File: src/rtl/ftdi_sync_fifo_tx_if.sv
// ---------------------------------------------------------------------------
// ftdi_sync_fifo_tx_if
//   Signal bundle between an upstream byte FIFO read controller, the
//   ftdi_sync_fifo_tx bridge and an FT232H in synchronous-FIFO mode.
//
//   Handshake semantics (all sampled on the rising edge of CLKOUT):
//     upstream : fifo_rdreq may be asserted only while ftdi_rx_rdy=1; the byte
//                on fifo_q belongs to that request and is valid exactly one
//                cycle after it. A request seen while ftdi_rx_rdy=0 is ignored.
//     device   : a byte transfers on an edge iff ftdi_wr_n=0 and ftdi_txe_n=0;
//                ftdi_d holds that byte while ftdi_wr_n=0. If ftdi_txe_n is
//                high at the edge, nothing transfers and the byte is retried.
//
//   Modports:
//     master : upstream FIFO / device model side (drives fifo_q, fifo_rdreq,
//              ftdi_txe_n)
//     slave  : the bridge (drives ftdi_rx_rdy, ftdi_wr_n, ftdi_d, ftdi_rd_n,
//              ftdi_oe_n)
// ---------------------------------------------------------------------------
interface ftdi_sync_fifo_tx_if;
  logic [7:0] fifo_q;
  logic       fifo_rdreq;
  logic       ftdi_rx_rdy;
  logic       ftdi_txe_n;
  logic       ftdi_wr_n;
  logic [7:0] ftdi_d;
  logic       ftdi_rd_n;
  logic       ftdi_oe_n;

  modport master (
    output fifo_q, fifo_rdreq, ftdi_txe_n,
    input  ftdi_rx_rdy, ftdi_wr_n, ftdi_d, ftdi_rd_n, ftdi_oe_n
  );

  modport slave (
    input  fifo_q, fifo_rdreq, ftdi_txe_n,
    output ftdi_rx_rdy, ftdi_wr_n, ftdi_d, ftdi_rd_n, ftdi_oe_n
  );
endinterface

File: src/rtl/ftdi_sync_fifo_tx.sv
// ---------------------------------------------------------------------------
// ftdi_sync_fifo_tx
//   Transmit bridge from an upstream byte FIFO (1-cycle read latency) to an
//   FT232H synchronous FIFO. A small skid buffer absorbs the bytes already in
//   flight when the device deasserts TXE#, so no byte is lost or duplicated.
//
// Parameters:
//   BUF_DEPTH : skid-buffer entries, power of two, >= 4
//
// Ports:
//   clk  : FT232H CLKOUT (60 MHz), all logic on the rising edge
//   rst  : asynchronous, active-high reset
//   bus  : ftdi_sync_fifo_tx_if.slave (fifo_q, fifo_rdreq, ftdi_rx_rdy,
//          ftdi_txe_n, ftdi_wr_n, ftdi_d, ftdi_rd_n, ftdi_oe_n)
//
// Optional build macro FTDI_TX_STAT_EN adds:
//   tx_byte_cnt[31:0]   : bytes accepted by the device, wraps
//   txe_stall_cnt[15:0] : cycles with data buffered while TXE# high, saturates
// ---------------------------------------------------------------------------
module ftdi_sync_fifo_tx #(
  parameter int BUF_DEPTH = 4
) (
  input  logic                      clk,
  input  logic                      rst,
  ftdi_sync_fifo_tx_if.slave        bus
`ifdef FTDI_TX_STAT_EN
  ,
  output logic [31:0]               tx_byte_cnt,
  output logic [15:0]               txe_stall_cnt
`endif
);

  localparam int PW = $clog2(BUF_DEPTH);
  localparam int LW = PW + 1;

  logic [7:0]    r_mem [BUF_DEPTH];
  logic [PW-1:0] r_rd_ptr;
  logic [PW-1:0] r_wr_ptr;
  logic [LW-1:0] r_level;
  logic          r_pend;
  logic          r_wr_n;
  logic [7:0]    r_d;

  logic          w_rx_rdy;
  logic          w_pop;
  logic          w_push;
  logic [LW-1:0] w_level_nxt;
  logic [LW-1:0] w_kept;
  logic [PW-1:0] w_rd_ptr_nxt;
  logic [7:0]    w_head_nxt;

  // Ready only while two more bytes fit: one may already be pending from the
  // previous request and another may be requested on this edge.
  assign w_rx_rdy = ({1'b0, r_level} + {{LW{1'b0}}, r_pend})
                    <= (LW+1)'(BUF_DEPTH - 2);

  assign w_pop  = ~r_wr_n & ~bus.ftdi_txe_n & (r_level != '0);
  // A full buffer can still take a byte on an edge that also pops.
  assign w_push = r_pend & ((r_level != LW'(BUF_DEPTH)) | w_pop);

  assign w_level_nxt  = r_level + {{(LW-1){1'b0}}, w_push}
                                - {{(LW-1){1'b0}}, w_pop};
  assign w_rd_ptr_nxt = r_rd_ptr + {{(PW-1){1'b0}}, w_pop};
  assign w_kept       = r_level - {{(LW-1){1'b0}}, w_pop};
  // When no older byte survives this edge the new head is the byte being
  // written right now, so bypass the memory.
  assign w_head_nxt   = (w_kept == '0) ? bus.fifo_q : r_mem[w_rd_ptr_nxt];

  always_ff @(posedge clk or posedge rst) begin
    if (rst) begin
      r_rd_ptr <= '0;
      r_wr_ptr <= '0;
      r_level  <= '0;
      r_pend   <= 1'b0;
      r_wr_n   <= 1'b1;
      r_d      <= 8'h00;
    end else begin
      r_pend   <= bus.fifo_rdreq & w_rx_rdy;
      if (w_push) r_wr_ptr <= r_wr_ptr + 1'b1;
      r_rd_ptr <= w_rd_ptr_nxt;
      r_level  <= w_level_nxt;
      r_wr_n   <= ~((w_level_nxt != '0) & ~bus.ftdi_txe_n);
      if (w_level_nxt != '0) r_d <= w_head_nxt;
    end
  end

  always_ff @(posedge clk) begin
    if (w_push) r_mem[r_wr_ptr] <= bus.fifo_q;
  end

  assign bus.ftdi_rx_rdy = w_rx_rdy;
  assign bus.ftdi_wr_n   = r_wr_n;
  assign bus.ftdi_d      = r_d;
  assign bus.ftdi_rd_n   = 1'b1;
  assign bus.ftdi_oe_n   = 1'b1;

`ifdef FTDI_TX_STAT_EN
  logic [31:0] r_tx_byte_cnt;
  logic [15:0] r_txe_stall_cnt;

  always_ff @(posedge clk or posedge rst) begin
    if (rst) begin
      r_tx_byte_cnt   <= '0;
      r_txe_stall_cnt <= '0;
    end else begin
      if (w_pop) r_tx_byte_cnt <= r_tx_byte_cnt + 32'd1;
      if ((r_level != '0) && bus.ftdi_txe_n && (r_txe_stall_cnt != 16'hFFFF))
        r_txe_stall_cnt <= r_txe_stall_cnt + 16'd1;
    end
  end

  assign tx_byte_cnt   = r_tx_byte_cnt;
  assign txe_stall_cnt = r_txe_stall_cnt;
`endif

endmodule
File: src/flat_wrapper.sv
// flat-port wrapper written by rule: the top's interface ports become plain ports
module ftdi_sync_fifo_tx_flat 
#(
  parameter int BUF_DEPTH = 4
)
  (clk, rst, bus_fifo_q, bus_fifo_rdreq, bus_ftdi_txe_n, bus_ftdi_rx_rdy, bus_ftdi_wr_n, bus_ftdi_d, bus_ftdi_rd_n, bus_ftdi_oe_n);
  ftdi_sync_fifo_tx_if bus_i ();
  input  logic clk;
  input  logic rst;
  input wire logic [$bits(bus_i.fifo_q)-1:0] bus_fifo_q;
  input wire logic [$bits(bus_i.fifo_rdreq)-1:0] bus_fifo_rdreq;
  input wire logic [$bits(bus_i.ftdi_txe_n)-1:0] bus_ftdi_txe_n;
  output wire logic [$bits(bus_i.ftdi_rx_rdy)-1:0] bus_ftdi_rx_rdy;
  output wire logic [$bits(bus_i.ftdi_wr_n)-1:0] bus_ftdi_wr_n;
  output wire logic [$bits(bus_i.ftdi_d)-1:0] bus_ftdi_d;
  output wire logic [$bits(bus_i.ftdi_rd_n)-1:0] bus_ftdi_rd_n;
  output wire logic [$bits(bus_i.ftdi_oe_n)-1:0] bus_ftdi_oe_n;
  assign bus_i.fifo_q = bus_fifo_q;
  assign bus_i.fifo_rdreq = bus_fifo_rdreq;
  assign bus_i.ftdi_txe_n = bus_ftdi_txe_n;
  assign bus_ftdi_rx_rdy = bus_i.ftdi_rx_rdy;
  assign bus_ftdi_wr_n = bus_i.ftdi_wr_n;
  assign bus_ftdi_d = bus_i.ftdi_d;
  assign bus_ftdi_rd_n = bus_i.ftdi_rd_n;
  assign bus_ftdi_oe_n = bus_i.ftdi_oe_n;
  ftdi_sync_fifo_tx #(.BUF_DEPTH(BUF_DEPTH)) u_core (.clk(clk), .rst(rst), .bus(bus_i));
endmodule
File: config.mk
export PLATFORM = sky130hd
export DESIGN_NAME = ftdi_sync_fifo_tx_flat
export DESIGN_NICKNAME = d
export VERILOG_FILES = /design/src/rtl/ftdi_sync_fifo_tx_if.sv /design/src/rtl/ftdi_sync_fifo_tx.sv /design/src/flat_wrapper.sv
export SDC_FILE = /design/constraint.sdc
export NUM_CORES = 1
export LEC_CHECK = 0
export BUFFER_PORTS_ARGS = -buffer_cell sky130_fd_sc_hd__buf_4
export CORE_MARGIN = 2
export CORE_UTILIZATION = 57
export DETAILED_ROUTE_END_ITERATION = 10
export GPL_ROUTABILITY_DRIVEN = 1
export PLACE_DENSITY = 0.82
export SYNTH_ARGS = -nofsm -noshare
export SYNTH_HDL_FRONTEND = slang
export SYNTH_SLANG_ARGS = --single-unit
File: constraint.sdc
create_clock -name clk -period 3.5 [get_ports clk]
set_input_delay 0.525 -clock clk [delete_from_list [all_inputs] [get_ports clk]]
set_output_delay 0.525 -clock clk [all_outputs]
set_load 0.05 [all_outputs]
# --- Word level (Yosys, flattened, before mapping) ---
# Memories as Yosys holds them, arrays and structs flattened.
# Index checks and enable logic that the tools add are counted.
totals:
  regBits: 17
  mem_bits_rw: 32
  inputBits: 12
  output_inout_bits: 12
  wordCells: 30
  mem_count: 1
op_classes:
  addsub: 6
  n_lt_le_gt_ge: 1
  eq_ne: 1
  n_mux: 3
  bitwise: 9
  reduce_logical: 3
mem_list:
  columns: ["name", "depth", "word_bits", "read_ports", "rd_clocked_by_memory_dff", "write_ports", "line", "text"]
  rows:
  - ["u_core.r_mem", 4, 8, 1, 0, 1, "ftdi_sync_fifo_tx.sv:36", "logic [7:0] r_mem [BUF_DEPTH];"]
op_table:
  columns: ["op", "count"]
  rows:
  - ["$mux W8", 1]
  - ["$reduce_bool A3 Y1", 2]
  - ["$sub A3 B1 Y3", 2]
  - ["$and A1 B1 Y1", 5]
  - ["$add A3 B1 Y4", 1]
  - ["$le A4 B2 Y1 const B", 1]
  - ["$add A3 B1 Y3", 1]
  - ["$logic_not A3 Y1", 1]
  - ["$ne A3 B3 Y1 const B", 1]
  - ["$not A1 Y1", 3]
  - ["$add A2 B1 Y2", 1]
  - ["$add A2 B1 Y2 const B", 1]
  - ["$mux W1", 2]
  - ["$or A1 B1 Y1", 1]

# --- Longest topological paths before layout ---
logic_depth:
  word_depth: 10
  ltp_mapped: 9
  mapped_depth_nobuf: 9

# --- Worst setup path after synthesis ---
# No wires, ideal clock.
synth_timing:
  path_kind: "reg2reg"
  from: "register u_core.r_wr_n, in the netlist u_core.bus.ftdi_wr_n"
  to: "register u_core.r_d[0], in the netlist u_core.bus.ftdi_d[0]"
  setup_ns: 0.126
  t_arrival_ns: 2.682
  t_required_ns: 3.374
  path_slack_ns: 0.692
  path_stages_with_launch: 9
  path_buffers: 0
  synth_period_minus_slack_ns: 2.808
  path_cell_list: "dfstp_2 or3_4 o21bai_1 nand2_1 ha_1 fa_1 or3_4 o21a_2 a221o_1"
synth_between:
  elab_chain_cells: 8
  elab_cells_between_ends: 13
  classes_between: "add/sub (4); mux (1); bitwise (5); reduce/logical (2); memory (1)"
synth_lines:
  columns: ["element", "line", "text"]
  rows:
  - ["from (decl)", "ftdi_sync_fifo_tx.sv:41", "logic r_wr_n;"]
  - ["from (signal assigned)", "ftdi_sync_fifo_tx.sv:82", "r_wr_n <= ~((w_level_nxt != '0) & ~bus.ftdi_txe_n);"]
  - ["$not A1 Y1 *", "ftdi_sync_fifo_tx.sv:57", "assign w_pop = ~r_wr_n & ~bus.ftdi_txe_n & (r_level != '0);"]
  - ["$and A1 B1 Y1 * (2 in series)", "ftdi_sync_fifo_tx.sv:57", null]
  - ["$or A1 B1 Y1", "ftdi_sync_fifo_tx.sv:59", "assign w_push = r_pend & ((r_level != LW'(BUF_DEPTH)) | w_pop);"]
  - ["$and A1 B1 Y1", "ftdi_sync_fifo_tx.sv:59", null]
  - ["$add A3 B1 Y3", "ftdi_sync_fifo_tx.sv:61", "assign w_level_nxt = r_level + {{(LW-1){1'b0}}, w_push}"]
  - ["$sub A3 B1 Y3 *", "ftdi_sync_fifo_tx.sv:62", "- {{(LW-1){1'b0}}, w_pop};"]
  - ["net u_core.w_level_nxt[1]", "ftdi_sync_fifo_tx.sv:47", "logic [LW-1:0] w_level_nxt;"]
  - ["$reduce_bool A3 Y1 *", "ftdi_sync_fifo_tx.sv:83", "if (w_level_nxt != '0) r_d <= w_head_nxt;"]
  - ["to (signal assigned)", "ftdi_sync_fifo_tx.sv:83", null]
  - ["to (decl)", "ftdi_sync_fifo_tx.sv:42", "logic [7:0] r_d;"]
# Mark *: on every way through the listed nets, which the timed path passes. The rest lies on a longest branch.
# A chain may end at the register's enable or synchronous reset.

# --- Worst setup path in the final report ---
layout_timing:
  from: "register u_core.r_level[0]"
  to: "register u_core.r_d[5], in the netlist u_core.bus.ftdi_d[5]"
layout_between:
  elab_chain_cells: 7
  elab_cells_between_ends: 13
  classes_between: "add/sub (4); eq/ne (1); mux (1); bitwise (3); reduce/logical (3); memory (1)"
layout_lines:
  columns: ["element", "line", "text"]
  rows:
  - ["from (decl)", "ftdi_sync_fifo_tx.sv:39", "logic [LW-1:0] r_level;"]
  - ["from (signal assigned)", "ftdi_sync_fifo_tx.sv:81", "r_level <= w_level_nxt;"]
  - ["$reduce_bool A3 Y1", "ftdi_sync_fifo_tx.sv:57", null]
  - ["$and A1 B1 Y1", "ftdi_sync_fifo_tx.sv:57", null]
  - ["$or A1 B1 Y1", "ftdi_sync_fifo_tx.sv:59", null]
  - ["$and A1 B1 Y1", "ftdi_sync_fifo_tx.sv:59", null]
  - ["$add A3 B1 Y3", "ftdi_sync_fifo_tx.sv:61", null]
  - ["$sub A3 B1 Y3 *", "ftdi_sync_fifo_tx.sv:62", null]
  - ["net u_core.w_level_nxt[1]", "ftdi_sync_fifo_tx.sv:47", null]
  - ["$reduce_bool A3 Y1 *", "ftdi_sync_fifo_tx.sv:83", null]
# Marked as above.

==> impl_results.md <==
* Final setup violation count at 0
* TritonCTS clock tree: built
* Number of synthesized flops with an enable pin at 32
* Wl on met1 at roughly 1.6 mm
* Post-synth cell types at 37
* Fin area at between 2000 and 2500 um2
* Via Count at 1123
* Crit path to: u_core.bus.ftdi_d[5]$_DFFE_PP0P_
* Wire length on met2 at approximately 1.9 mm
* Syn. warnings at 0
* Status: complete, no violations
* Mean Syn Cell Area at between 15 and 20 um2
* Post-DR wirelength/cell at ~19 um
* Largest net degree at the start of global routing at 18
* DR top layer: met4
* Buf+Inv Stages, Crit Path at 0
* Reg-to-Reg Start: u_core.r_level[0]$_DFF_PP0_
* Clock insertion delay at the later pin of the skew report at around 0.29 ns
* Multi-input combinational cell area at around 740 um2
* Number of fill cells at approximately 260
* Die W at 65.66 um
* CP max FO at 9
* Hold crit path type: input pin to async pin
* Critical path required time at about 3.7 ns
* Dominant synthesized flop cell: edfxtp_1
* Number of nets in the layout at 170
* Instance count on the critical path at 8
* Flop2flop setup slack at between 0.5 and 0.6 ns
* Max Transition Viols Final at 0
* Synth async-reset ratio at a little over a third
* Initial core utilization at about 59%
* Total CTS buffers at 5
* Vias in the first global route at ~1200
* Sink Count at 49
* Antenna cell count at 0
* Max-cap violations at 0
* Cell Area, Placed at about 2400 um2
* F_max at about 0.34 GHz
* CP startpoint: u_core.r_level[0]$_DFF_PP0_
* TritonRoute pass-1 iters at 4
* Worst Setup Start Kind: flop
* FF-to-FF path depth at 8
* Storage element area at ~1400 um2
* Slew @ Worst Pin at between 0.6 and 0.7 ns
* Grt ovf at 0
* Post-Syn Area at around 2200 um2
* CP Cell Sequence: or3_4 -> o21bai_1 -> nand2_1 -> ha_1 -> fa_1 -> nor3_4 -> nor3_2 -> a221o_1
* Port-buffer cells at 21
* Slew HR at 55.64%
* Cell count after synthesis at 121
* Final min period at ~2.9 ns
* Endpoint of the worst-slack reg-to-reg timing path: u_core.bus.ftdi_d[5]$_DFFE_PP0P_
* Setup Buffers After CTS at 0
* Core Box Area at between 3000 and 4000 um2
* GRT Total Usage at just under 20%
* DR WL met3 at 136 um
* Maximum root-to-sink buffer count at 2
* Crit path kind: flop to flop
* CTS Hold Buffers Added at 0
* Row count at 22
* Clock Tree Root: clkbuf_8
* Area leader, netlist: edfxtp_1
* Die area at ~4300 um2
* HPWL after detailed placement at roughly 2.5 mm
* H-tree depth at 2
* Final WS setup at 0.5607 ns
* Area grow syn2layout at 12.99%
* First-pass GRT wire length at approximately 6 mm
* CP top delay family: simple AND/OR/NAND/NOR gates
* Synthesized flop and latch total at 49
* Post-synthesis sequential area ratio at about 64%
* Worst-path clk slew at ~0.090 ns
* Synth area leaders: edfxtp_1 (44%), dfrtp_1 (18%), mux4_1 (7.3%), ha_1 (5.8%), a221o_1 (3.2%)
* Initial antenna violation count at 0
* Routability Congestion at 0.8159
* Post_cts resized at 0
* Unrepaired setup endpoints after global routing: false
* Hold Fails Final Rpt at 0
* Setup TNS at 0 ns
* Top cell type's share of synthesized area at 44.34%
* Initial DRC count at just under 50
* Final core occ at between 60% and 70%
* CP max stage cell: fa_1
* Final period utilization at 83.98%
* ANT nets after route at 0
* CP Data Arrival Time at between 3 and 4 ns
* Critical Path Max Stage Delay at roughly 0.5 ns
* Worst setup EP type: flop
* Die height at 65.66 um
* Drt via density at ~5.7
* Fraction of layout cells with a size suffix above 1 at around 32%
* I/O Pins at 24
* # DRC at 0
* Total wire length at 3.634 mm
* Clock Skew at between 0.006 and 0.007 ns
* Setup WS pre-CTS at roughly 0.4 ns
-- worst register-to-register path, cell delays in order, from the launching register on --
cell and delay (ns):
dfrtp_1 0.45, or3_4 0.42, o21bai_1 0.22, nand2_1 0.12
ha_1 0.17, fa_1 0.49, nor3_4 0.40, nor3_2 0.18
a221o_1 0.38
-- sequential cells by signal (all words and copies together), names as in the netlist --
name,count
u_core.bus.ftdi_d,8
u_core.bus.ftdi_wr_n,1
u_core.r_level,3
u_core.r_mem,32
u_core.r_pend,1
u_core.r_rd_ptr,2
u_core.r_wr_ptr,2
-- Yosys cell counts, drive strengths merged (2+ instances only) --
cell,n
a221o,8
and2,12
buf,3
dfrtp,16
edfxtp,32
ha,10
inv,5
mux4,8
nor3,3
or3,2
xnor2,2
xor2,2
-- layer usage --
metal | GRT usage, % | vias to the layer above
met5 | 0 | -
met4 | 5.729 | 0
met3 | 5.651 | 2
met2 | 31.31 | 21
met1 | 25.85 | 577
li1 | - | 523
-- cells by family (layout without fill, tap and decap cells) --
family	after synthesis	after routing	share of synthesized area, %
multiplexers	9	9	9.873
buffers and inverters	8	34	2.078
adder cells (fa/ha/maj)	11	11	6.697
AND/OR/NAND/NOR	23	23	7.910
AO/OA/AOI/OAI	16	16	7.275
flip-flops	49	49	64.03
other	1	2	0.1730
XOR/XNOR	4	4	1.963
-- worst min path at each step --
stage | cells past startpoint | endpoint | slack (ns) | from
finish | 2 | u_core.bus.ftdi_d[7]$_DFFE_PP0P_ | 0.32 | rst
global route | 2 | u_core.bus.ftdi_d[5]$_DFFE_PP0P_ | 0.38 | rst
CTS | 2 | u_core.bus.ftdi_d[6]$_DFFE_PP0P_ | 0.35 | rst
detailed placement | 1 | u_core.bus.ftdi_d[2]$_DFFE_PP0P_ | 0.52 | u_core.bus.ftdi_d[2]$_DFFE_PP0P_
global placement | 1 | u_core.bus.ftdi_d[2]$_DFFE_PP0P_ | 0.50 | u_core.bus.ftdi_d[2]$_DFFE_PP0P_
floorplan | 1 | u_core.bus.ftdi_d[0]$_DFFE_PP0P_ | 0.45 | rst
-- layout make-up --
| class | instances | share of cell area [%] |
|---|---|---|
| clock buffer | 6 | 2.964 |
| clock inverter | 2 | 0.5621 |
| inverter | 5 | 0.7665 |
| multi-input combinational | 65 | 30.15 |
| sequential | 49 | 56.67 |
| tap | 48 | 2.453 |
| timing repair buffer | 21 | 6.438 |
-- metrics by stage --
| stage | cells | hold WS, ns |
|---|---|---|
| finish | 196 | 0.3238 |
| global route | 196 | 0.3762 |
| CTS | 196 | 0.3460 |
| detailed placement | 188 | 0.5228 |
| global placement | 188 | 0.5047 |
| floorplan | 122 | 0.4503 |
-- cells in the final DEF, fill, tap and decap left out, types with 2 or more instances in the layout --
cell type,n
dfrtp_1,16
mux4_1,6
a221o_1,7
mux4_2,2
edfxtp_1,32
and2_2,6
or3_4,2
xnor2_1,2
ha_1,10
clkbuf_8,5
inv_1,5
and2_1,6
buf_4,21
conb_1,2
Power is left out: the tool's default activity adds up to more than one toggle a clock period on the data nets, which glitch-free logic cannot reach.
